[config.mk]
export PLATFORM = sky130hd
export DESIGN_NAME = disp_scan
export DESIGN_NICKNAME = d
export VERILOG_FILES = /design/src/rtl/disp_pkg.sv /design/src/rtl/disp_scan.sv
export SDC_FILE = /design/constraint.sdc
export NUM_CORES = 1
export LEC_CHECK = 0
export CAP_MARGIN = 20
export CORE_MARGIN = 1
export CORE_UTILIZATION = 25
export DETAILED_ROUTE_END_ITERATION = 16
export PLACE_DENSITY = 0.53
export RECOVER_POWER = 100
export SKIP_LAST_GASP = 1
export SLEW_MARGIN = 10
export SYNTH_ARGS = -nofsm -noshare
export SYNTH_HDL_FRONTEND = slang
export SYNTH_SLANG_ARGS = --single-unit
[constraint.sdc]
create_clock -name clk -period 3.1 [get_ports clk]
set_input_delay 0.31 -clock clk [delete_from_list [all_inputs] [get_ports clk]]
set_output_delay 0.31 -clock clk [all_outputs]
set_load 0.02 [all_outputs]
[src/rtl/disp_pkg.sv]
// Shared constants for the 4-digit display scanner and the one-hot digit-select helper.
package disp_pkg;
  localparam int NDIG    = 4;
  localparam int DIV_SYN = 50000;
  localparam int DIV_SIM = 4;

  function automatic logic [NDIG-1:0] digit_onehot(input logic [1:0] idx);
    digit_onehot = NDIG'(1) << idx;
  endfunction
endpackage

[src/rtl/disp_scan.sv]
// Time-multiplexed 4-digit scanner: prescaled digit stepping, frame-aligned word commit,
// and leading-zero blanking ahead of the 7-segment decoder.
module disp_scan
  import disp_pkg::*;
#(
  parameter int DIV = DIV_SYN
) (
  input  logic            clk,
  input  logic            rst_n,
  input  logic [15:0]     data_in,
  input  logic [NDIG-1:0] dp_in,
  input  logic            load,
  input  logic            blank_lz,
  output logic            w,
  output logic            x,
  output logic            y,
  output logic            z,
  output logic            dp,
  output logic [NDIG-1:0] digit_sel,
  output logic            pending
);

  localparam int            CW      = $clog2(DIV);
  localparam logic [CW-1:0] CNT_MAX = CW'(DIV - 1);

  logic [CW-1:0]   cnt;
  logic [1:0]      idx;
  logic            tick;
  logic            wrap;
  logic [15:0]     active;
  logic [15:0]     pend;
  logic [NDIG-1:0] active_dp;
  logic [NDIG-1:0] pend_dp;
  logic [NDIG-1:0] lz_mask;
  logic            blanked;

  assign tick = (cnt == CNT_MAX);
  assign wrap = tick && (idx == 2'd3);

  always_ff @(posedge clk or negedge rst_n) begin
    if (!rst_n) begin
      cnt <= '0;
      idx <= 2'd0;
    end else if (tick) begin
      cnt <= '0;
      idx <= idx + 2'd1;
    end else begin
      cnt <= cnt + CW'(1);
    end
  end

  // A load landing on the wrap edge goes straight to the display and drops any staged word.
  always_ff @(posedge clk or negedge rst_n) begin
    if (!rst_n) begin
      active    <= '0;
      active_dp <= '0;
      pend      <= '0;
      pend_dp   <= '0;
      pending   <= 1'b0;
    end else if (load && wrap) begin
      active    <= data_in;
      active_dp <= dp_in;
      pending   <= 1'b0;
    end else if (load) begin
      pend      <= data_in;
      pend_dp   <= dp_in;
      pending   <= 1'b1;
    end else if (wrap && pending) begin
      active    <= pend;
      active_dp <= pend_dp;
      pending   <= 1'b0;
    end
  end

  always_comb begin
    lz_mask    = '0;
    lz_mask[3] = (active[15:12] == 4'h0);
    lz_mask[2] = lz_mask[3] && (active[11:8] == 4'h0);
    lz_mask[1] = lz_mask[2] && (active[7:4] == 4'h0);
  end

  assign blanked = blank_lz && lz_mask[idx];

  always_comb begin
    {w, x, y, z} = 4'h0;
    dp           = 1'b0;
    digit_sel    = '0;
    if (!blanked) begin
      {w, x, y, z} = active[{idx, 2'b00} +: 4];
      dp           = active_dp[idx];
      digit_sel    = digit_onehot(idx);
    end
  end

endmodule

# --- Word level (Yosys, flattened, before mapping) ---
# Cells that the tools add are included.
classes:
  n_addsub: 2
  magnitude_cmp: 1
  n_eq_ne: 3
  shift: 2
  muxes: 20
  bitwise: 1
  reduce_logical: 13
ops:
  columns: ["op", "count"]
  rows:
  - ["$mux W16", 4]
  - ["$add A16 B1 Y16 const B", 1]
  - ["$eq A16 B16 Y1 const B", 1]
  - ["$mux W4", 4]
  - ["$shiftx A16 B5 Y4", 1]
  - ["$logic_not A4 Y1", 3]
  - ["$mux W1", 10]
  - ["$logic_and A1 B1 Y1", 6]
  - ["$bmux W1 S2", 2]
  - ["$reduce_and A2 Y1", 2]
  - ["$shl A1 B2 Y4 const A", 1]
  - ["$lt A2 B3 Y1 const B", 1]
  - ["$reduce_bool A3 Y1", 1]
  - ["$add A2 B1 Y2 const B", 1]
  - ["$eq A2 B2 Y1 const B", 1]
  - ["$ne A2 B1 Y1 const B", 1]
  - ["$reduce_bool A2 Y1", 1]
  - ["$not A1 Y1", 1]
totals:
  register_bits: 59
  input_bits: 24

# --- Logic depth before layout (Yosys ltp) ---
# Gate-level depths: netlist of run 1.
depth:
  depth_word: 7
  mapped_depth: 6

# --- Worst setup path before layout of run 1 ---
# No wires, ideal clock.
synth_path:
  path_type: "reg-to-reg"
  from: "register cnt[4]"
  to: "register pend[0]"
  setup_ns: 0.127
  arrival_time_ns: 2.045
  t_required_ns: 2.973
  setup_slack_ns: 0.928
  path_stages_with_launch: 6
  path_buffers: 1
  period_less_slack_ns: 2.172
  path_cell_list: "dfrtp_1 or4b_4 or4_4 nand2_2 buf_6 mux2_1"
synth_via:
  elab_chain_len: 5
synth_lines:
  columns: ["item", "line", "rtl"]
  rows:
  - ["start, declared", "disp_scan.sv:26", "logic [CW-1:0] cnt;"]
  - ["start signal, assigned", "disp_scan.sv:48", "cnt <= cnt + CW'(1);"]
  - ["$eq A16 B16 Y1", "disp_scan.sv:37", "assign tick = (cnt == CNT_MAX);"]
  - ["$logic_and A1 B1 Y1", "disp_scan.sv:38", "assign wrap = tick && (idx == 2'd3);"]
  - ["$logic_and A1 B1 Y1", "disp_scan.sv:60", "end else if (load && wrap) begin"]
  - ["$not A1 Y1 (no source line)", null, null]
  - ["$reduce_and A2 Y1 (no source line)", null, null]
  - ["end signal, assigned", "disp_scan.sv:65", "pend <= data_in;"]
  - ["end, declared", "disp_scan.sv:31", "logic [15:0] pend;"]
# No other way between the ends.
# A chain may end at the register's enable or synchronous reset.

# --- Worst setup path after layout of run 1 ---
layout_path:
  from: "register active[9]"
  to: "output digit_sel[3]"
layout_via:
  elab_chain_len: 7
layout_lines:
  columns: ["item", "line", "rtl"]
  rows:
  - ["start, declared", "disp_scan.sv:30", "logic [15:0] active;"]
  - ["start signal, assigned", "disp_scan.sv:61", "active <= data_in;"]
  - ["start signal, assigned", "disp_scan.sv:69", "active <= pend;"]
  - ["$logic_not A4 Y1 *", "disp_scan.sv:78", "lz_mask[2] = lz_mask[3] && (active[11:8] == 4'h0);"]
  - ["$logic_and A1 B1 Y1 *", "disp_scan.sv:78", null]
  - ["$logic_and A1 B1 Y1", "disp_scan.sv:79", "lz_mask[1] = lz_mask[2] && (active[7:4] == 4'h0);"]
  - ["$bmux W1 S2 *", "disp_scan.sv:82", "assign blanked = blank_lz && lz_mask[idx];"]
  - ["$mux W1 (not written as such) *", "disp_scan.sv:82", null]
  - ["$logic_and A1 B1 Y1 *", "disp_scan.sv:82", null]
  - ["$mux W4 *", "disp_scan.sv:88", "if (!blanked) begin"]
  - ["end, declared", "disp_scan.sv:19", "output logic [NDIG-1:0] digit_sel,"]
# Every way passes the cells marked *; elsewhere a longest branch is shown, timed or not. The select of a mux whose other input is x is not followed.

==> metrics.md, run 1 <==
| Metric | Value |
|---|---|
| Core area | `roughly 11,000 um2` |
| TritonCTS clock tree | `done` |
| Clk Latency, worst-skew pair | `between 0.3 and 0.4 ns` |
| Root Buffer Master | `clkbuf_16` |
| Routed len/inst | `15.49 um` |
| Hold Buf Count CTS | `0` |
| Port bufs | `33` |
| Clk sinks | `between 50 and 60` |
| Main synth FF type | `dfrtp_1` |
| Residual DRC count | `0` |
| Setup Buffers After CTS | `0` |
| Crit. Startpoint | `active[9]` |
| Worst-margin pin slew | `about 2.2 ns` |
| I/O pin cnt | `34` |
| Starting Density | `a little over a quarter` |
| Reg clk slew, reported paths | `0.05 ns` |
| Wire length on met2 | `about 3000 um` |
| Max Root-Sink Buffers | `2` |
| FF+latch count, synth | `59` |
| Share of cells above drive strength 1 | `~8.7%` |
| Leak | `between 1 and 1.5 nW` |
| RR Endpoint | `pend[2]` |
| Syn Area/Cell | `between 10 and 15 um2` |
| Die height | `between 100 and 150 um` |
| PwrDens | `slightly below 500 nW/um2` |
| Chip Width | `109.2 um` |
| Reg2Reg Setup Slack | `between 0.3 and 0.4 ns` |
| WS Path Type | `reg2out` |
| Met3 WL post-DR | `around 220 um` |
| Final WL | `between 6000 and 7000 um` |
| Max IR drop VDD | `about 0.26 mV` |
| Post_cts resized | `0` |
| Async SR Flop Fraction | `100.0%` |
| Mapped cell area | `between 2000 and 3000 um2` |
| CTS Buf Count | `9` |
| CP max stage cell | `dlygate4sd3_1` |
| Final setup fails | `0` |
| Drt pass-1 iters | `4` |
| Mapped Nets | `about 290` |
| GP Congestion | `slightly above 0.7` |
| Hold crit path type | `reg2reg` |
| Status | `finished, violations left` |
| Crit path depth | `5` |
| Sequential area share after synthesis | `around half` |
| Max Freq | `between 300 and 400 MHz` |
| Worst setup endpoint | `digit_sel[3]` |
| Remaining Overflow, GRT | `0` |
| Metal-1 WL | `3544 um` |
| MaxCap Viol Count | `1` |
| Hold Vio Cnt, Final | `0` |
| RSZ-0062 raised after global routing | `false` |
| Diode count | `0` |
| Antenna-violating nets left | `0` |
| Setup_tns | `0 ns` |
| Critical Path Max Stage Delay | `~0.67 ns` |
| Min Tclk post-route | `around 2.8 ns` |
| Worst clock skew | `0.006249 ns` |
| Worst Path Required | `roughly 2.8 ns` |
| Max Slew Vio Count | `41` |
| Rel. slew slack | `-45.26%` |
| H-tree Lvls | `3` |
| Worst-path fanout max | `4` |
| Die area | `between 10,000 and 15,000 um2` |
| Final Util | `32.55%` |
| Row count | `38` |
| Crit start category | `flip-flop` |
| Crit path max-delay family | `buffers and inverters` |
| GRT Total Usage | `12.68%` |
| Syn. warnings | `0` |
| Vias in the first global route | `2,257` |
| Setup ws final | `a little over 0.3 ns` |
| Synth-to-Final Area Change | `25.05%` |
| Initial antenna violation count | `0` |
| Via count | `~2,100` |
| First-pass GRT wire length | `between 10,000 and 15,000 um` |
| Pre-CTS WS | `0.3815 ns` |
| Critical Path Sink Type | `output port` |
| Largest net degree at the start of global routing | `42` |
| Syn Inst Count | `259` |
| Unique masters post-synth | `34` |
| Post-layout nets | `324` |
| Vias per cell | `roughly 4.9` |
| R2R Path Start | `cnt[4]` |
| DP Wirelength | `roughly 4500 um` |
| Top Layer Used | `met4` |
| WP data arrival | `approximately 2.5 ns` |
| WP buf/inv | `1` |
| Iter 0 DRT Violations | `~180` |
| Post-synth EDFFs | `0` |
| Hold_sp | `cnt[0]` |
| Failing checks | `capacitance limit, slew limit` |
| Crit-path cells | `nor4_1 > o21ai_0 > a21oi_1 > nor2b_1 > dlygate4sd3_1` |
| FF-to-FF path depth | `4` |
| Period utilisation layout | `between 80 and 90%` |
==> cell type report <==
class	count	area, um2
clock buffers	13	240.2
clock inverters	3	15.01
fillers	1125	7440
inverters	5	18.77
multi-input cells	179	1290
flip-flops and latches	59	1476
well taps	140	175.2
repair buffers	41	375.4
==> layer usage <==
metal	track usage, %	vias to the layer above
met2	18.60	28
met1	18.40	1069
met4	4.857	0
met5	0	-
li1	-	1034
met3	2.271	4
==> metrics by stage <==
| stage | hold WS [ns] | cell area (um2) | total power [mW] | std cells |
|---|---|---|---|---|
| after global placement | 0.4740 | 3364 | 0.9131 | 424 |
| after detailed placement | 0.4832 | 3364 | 0.9158 | 424 |
| after global routing | 0.5068 | 3591 | 1.814 | 440 |
| after CTS | 0.1561 | 3620 | 1.772 | 440 |
| final | 0.4897 | 3591 | 1.760 | 440 |
| after floorplan | 0.01441 | 2872 | 0.8541 | 259 |
==> placed cells by master (no fill, tap or decap), types with 7 or more instances in the layout <==
| master | netlist | layout |
|---|---|---|
| nand2_1 | 24 | 24 |
| mux2_1 | 20 | 20 |
| nor2_1 | 11 | 11 |
| clkdlybuf4s50_1 | 0 | 22 |
| dfrtp_1 | 59 | 59 |
| clkbuf_16 | 0 | 9 |
| dlygate4sd3_1 | 0 | 10 |
| xnor2_1 | 7 | 7 |
| nand3_1 | 47 | 47 |
| a32oi_1 | 20 | 20 |
==> power by group <==
| part | switching, mW | total [mW] | internal [mW] |
|---|---|---|---|
| Sequential | 0.0145 | 0.812 | 0.798 |
| Combinational | 0.0442 | 0.0884 | 0.0442 |
| Clock | 0.323 | 0.860 | 0.536 |
==> registers in the layout (all words and copies together) (netlist names) <==
| name | flops |
|---|---|
| pending | 1 |
| idx | 2 |
| cnt | 16 |
| active_dp | 4 |
| pend | 16 |
| active | 16 |
| pend_dp | 4 |
==> synthesized netlist by cell type (2+ instances only) <==
cell / n / area share [%]
nor2b_1: 6 / 1.3
mux4_2: 5 / 3.9
nor3_1: 2 / 0.35
o21ai_0: 3 / 0.52
nand3_1: 47 / 8.2
inv_1: 5 / 0.65
ha_1: 5 / 2.2
nor4_1: 4 / 0.87
dfrtp_1: 59 / 51
clkbuf_1: 13 / 1.7
a32oi_1: 20 / 6.1
xnor2_1: 7 / 2.1
nor2_1: 11 / 1.4
nand4_1: 5 / 1.1
mux2_1: 20 / 7.8
buf_6: 2 / 0.78
nand2_1: 24 / 3.1
xor2_1: 5 / 1.5
==> worst min-delay path by stage <==
stage,end,slack (ns),depth (start not counted)
2_1_floorplan,active[0],0.01,0
3_3_place_gp,pend[14],0.47,1
6_report,cnt[0],0.49,1
4_1_cts,active[14],0.16,1
5_1_grt,pend_dp[3],0.51,1
3_5_place_dp,pend_dp[1],0.48,1
==> worst register-to-register path: stages, from the launching register on <==
cell and delay [ns]:
dfrtp_1 0.44, or4b_1 0.59, or4_4 0.70, nand2_2 0.48
mux2_1 0.38
==> cells by family after synthesis <==
kind of cell / synth area share, %
AO/OA/AOI/OAI: 7.930
XOR/XNOR: 3.660
adder cells (fa/ha/maj): 2.179
buffers and inverters: 3.312
flip-flops: 51.42
multiplexers: 11.76
AND/OR/NAND/NOR: 19.74
Power figures use the tool's default switching activity.
==> run 2, diff against run 1 <==
--- a/config.mk
+++ b/config.mk
@@ -9,7 +9,6 @@
 export CORE_MARGIN = 1
 export CORE_UTILIZATION = 25
 export DETAILED_ROUTE_END_ITERATION = 16
-export PLACE_DENSITY = 0.53
 export RECOVER_POWER = 100
 export SKIP_LAST_GASP = 1
 export SLEW_MARGIN = 10
==> constraint.sdc (replaced) <==
create_clock -name clk -period 2.4 [get_ports clk]
set_input_delay 0.24 -clock clk [delete_from_list [all_inputs] [get_ports clk]]
set_output_delay 0.24 -clock clk [all_outputs]
set_load 0.02 [all_outputs]
==> run 2 against run 1 <==
  * The flow still finishes with violations (capacitance limit, slew limit)
  * Global-route usage up 0.55 points
  * Critical path type is now reg2reg
  * Clock-buffer cell count unchanged
  * Critical path depth unchanged
  * Clock power up 70%
  * Largest power group unchanged
  * Die area unchanged
  * Highest routed layer unchanged
  * Critical endpoint is now pend_dp[0]
==> metrics.md, run 2 (same netlist as run 1, synthesis figures left out) <==
| Metric | Value |
|---|---|
| Row count | `38 (unchanged)` |
| DP Wirelength | `4717 um (was 4474 um)` |
| Residual DRC count | `0 (unchanged)` |
| Hold Vio Cnt, Final | `0 (unchanged)` |
| I/O pin cnt | `34 (unchanged)` |
| GRT Total Usage | `13.23% (was 12.68%)` |
| Reg clk slew, reported paths | `0.05 ns (about the same)` |
| Routed len/inst | `15.93 um (was 15.49 um)` |
| Min Tclk post-route | `between 2 and 2.5 ns` |
| Crit start category | `flip-flop (unchanged)` |
| Layout fillers | `1,107 (was 1,125)` |
| Vias in the first global route | `2,359 (was 2,257)` |
| Register area | `1478 um2 (was 1476 um2)` |
| GP Congestion | `0.7375 (was 0.7235)` |
| TritonCTS clock tree | `done (unchanged)` |
| Biggest regs | `active: 16 flops, cnt: 16 flops, pend: 16 flops (unchanged)` |
| Largest net degree at the start of global routing | `42 (unchanged)` |
| Port bufs | `33 (unchanged)` |
| First-pass GRT wire length | `11,920 um (was 11,590 um)` |
| Critical Path Sink Type | `flip-flop (was output port)` |
| Area post-placement | `3462 um2 (was 3364 um2)` |
| Remaining Overflow, GRT | `0 (unchanged)` |
| Setup_tns | `0 ns (unchanged)` |
| Most frequent cells in the layout | `dfrtp_1, nand3_1, clkdlybuf4s50_1, nand2_1 (was dfrtp_1, nand3_1, nand2_1, clkdlybuf4s50_1)` |
| Critical Path Max Stage Delay | `0.60 ns (was 0.67 ns)` |
| Final setup fails | `0 (unchanged)` |
| Worst Path Required | `2.60 ns (was 2.79 ns)` |
| Rel. slew slack | `-11.38% (was -45.26%)` |
| Root Buffer Master | `clkbuf_16 (unchanged)` |
| CTS Buf Count | `9 (unchanged)` |
| Starting Density | `26.03% (unchanged)` |
| Cell area after layout | `3805 um2 (was 3591 um2)` |
| WS Path Type | `reg2reg (was reg2out)` |
| Max IR drop VDD | `0.3333 mV (was 0.2634 mV)` |
| Clk sinks | `59 (unchanged)` |
| PwrDens | `692.5 nW/um2 (was 490.2 nW/um2)` |
| Chip Width | `109.2 um (unchanged)` |
| Clk Latency, worst-skew pair | `0.32 ns (about the same)` |
| Iter 0 DRT Violations | `121 (was 183)` |
| MaxCap Viol Count | `1 (unchanged)` |
| Max Root-Sink Buffers | `2 (unchanged)` |
| Worst-path fanout max | `20 (was 4)` |
| Antenna-violating nets left | `0 (unchanged)` |
| Gate power share | `4.8% (was 5.0%)` |
| Max Slew Vio Count | `28 (was 41)` |
| Switching share of power | `19.66% (was 21.70%)` |
| Core area | `11,030 um2 (unchanged)` |
| WP data arrival | `2.54 ns (was 2.48 ns)` |
| Post-layout nets | `334 (was 324)` |
| Crit-path cells | `or4bb_1 > or4_4 > nand2_2 > buf_12 > mux2_1 (was nor4_1 > o21ai_0 > a21oi_1 > nor2b_1 > dlygate4sd3_1)` |
| Failing checks | `capacitance limit, slew limit (unchanged)` |
| Crit path max-delay family | `simple AND/OR/NAND/NOR gates (was buffers and inverters)` |
| Initial antenna violation count | `0 (unchanged)` |
| Via count | `2,269 (was 2,135)` |
| Share of cells above drive strength 1 | `13.55% (was 8.667%)` |
| Worst-margin pin slew | `1.671 ns (was 2.179 ns)` |
| H-tree Lvls | `3 (unchanged)` |
| Int Power | `2.117 mW (was 1.378 mW)` |
| Final WL | `7170 um (was 6817 um)` |
| Synth-to-Final Area Change | `32.51% (was 25.05%)` |
| Die height | `109.2 um (unchanged)` |
| Diode count | `0 (unchanged)` |
| Clk pwr share | `55.4% (was 48.8%)` |
| Leak | `1.506 nW (was 1.383 nW)` |
| Multi-input gate area | `1319 um2 (was 1290 um2)` |
| Drt pass-1 iters | `4 (unchanged)` |
| RSZ-0062 raised after global routing | `false (unchanged)` |
| Hold crit path type | `reg2reg (unchanged)` |
| Vias per cell | `5.042 (was 4.852)` |
| WP buf/inv | `1 (unchanged)` |
| Worst clock skew | `0.004860 ns (was 0.006249 ns)` |
| Die area | `11,920 um2 (unchanged)` |
| Psw | `0.5180 mW (was 0.3820 mW)` |
| Period utilisation layout | `a little over nine tenths` |
| Status | `finished, violations left (unchanged)` |
| Max Freq | `about 430 MHz` |
| Commonest non-fill, non-tap cell in the layout | `dfrtp_1 (unchanged)` |
| Sequential power share | `39.8% (was 46.1%)` |
| CP max stage cell | `or4bb_1 (was dlygate4sd3_1)` |
[run 2: changes by cell type in the layout (fill, tap and decap cells not counted), moves of 3 or more]
cell             previous run  this run
buf_4                       5         9
buf_12                      0         3
dlygate4sd3_1              10         4
clkbuf_8                    0         4
clkdlybuf4s50_1            22        25
clkinv_2                    3         0
[run 2: final cells by class]
class	instances	area share [%]
Timing Repair Buffer	51	12.27
Inverter	5	0.4933
Tap cell	140	4.604
Clock buffer	13	7.366
Sequential cell	59	38.84
Multi-Input combinational cell	179	34.66
Clock inverter	3	1.776
[run 2: repair_timing]
item | 4_1_cts | 5_1_grt
buffers inserted | 1 | 0
endpoints found under the hold margin | 27 | 0
gates resized for setup | 1 | 6
setup endpoints to repair | 4 | 7
pin swaps | 1 | 0
hold buffers | 1 | 0
[run 2: through the flow]
step | util (%) | setup WS, ns | total power, mW | instances | hold WS, ns
finish | 34.49 | 0.06317 | 2.635 | 450 | 0.4885
global placement | 31.39 | 0.1321 | 1.186 | 432 | 0.3016
global route | 34.49 | 0.009165 | 2.725 | 450 | 0.5041
floorplan | - | 0.2280 | 1.103 | 259 | -0.05559
CTS | 34.73 | 0.01325 | 2.667 | 450 | 0.4897
detailed placement | 31.39 | 0.06987 | 1.192 | 432 | 0.3176
[run 2: worst reg2reg max path, cell delays in order (launching register included)]
cell and delay, ns:
dfrtp_1 0.43, or4bb_1 0.60, or4_4 0.54, nand2_2 0.12, buf_12 0.18, mux2_1 0.36
[run 2: power groups by stage]
stage	logic, mW	registers (mW)	clock network [mW]
after floorplan	0.0447	1.06	0
after global placement	0.125	1.06	0
after detailed placement	0.128	1.06	0
after CTS	0.130	1.05	1.49
after global routing	0.139	1.05	1.53
final	0.127	1.05	1.46
[run 2: final timing paths]
kind	from	to	slack (ns)	cells past startpoint
max	cnt[11]	pend_dp[0]	0.06	5
min	cnt[0]	cnt[0]	0.49	1
max reg2reg	cnt[11]	pend_dp[0]	0.06	5
min reg2reg	cnt[0]	cnt[0]	0.49	1
max in group asynchronous	rst_n	active[3]	0.54	2
min in group asynchronous	rst_n	cnt[1]	0.88	2
[run 2: routing by layer]
layer / share of wire, % / track usage (%)
met5: 0 / 0
met4: 0.96 / 4.952
met3: 4.5 / 2.869
met2: 45 / 20.35
met1: 49 / 18.14
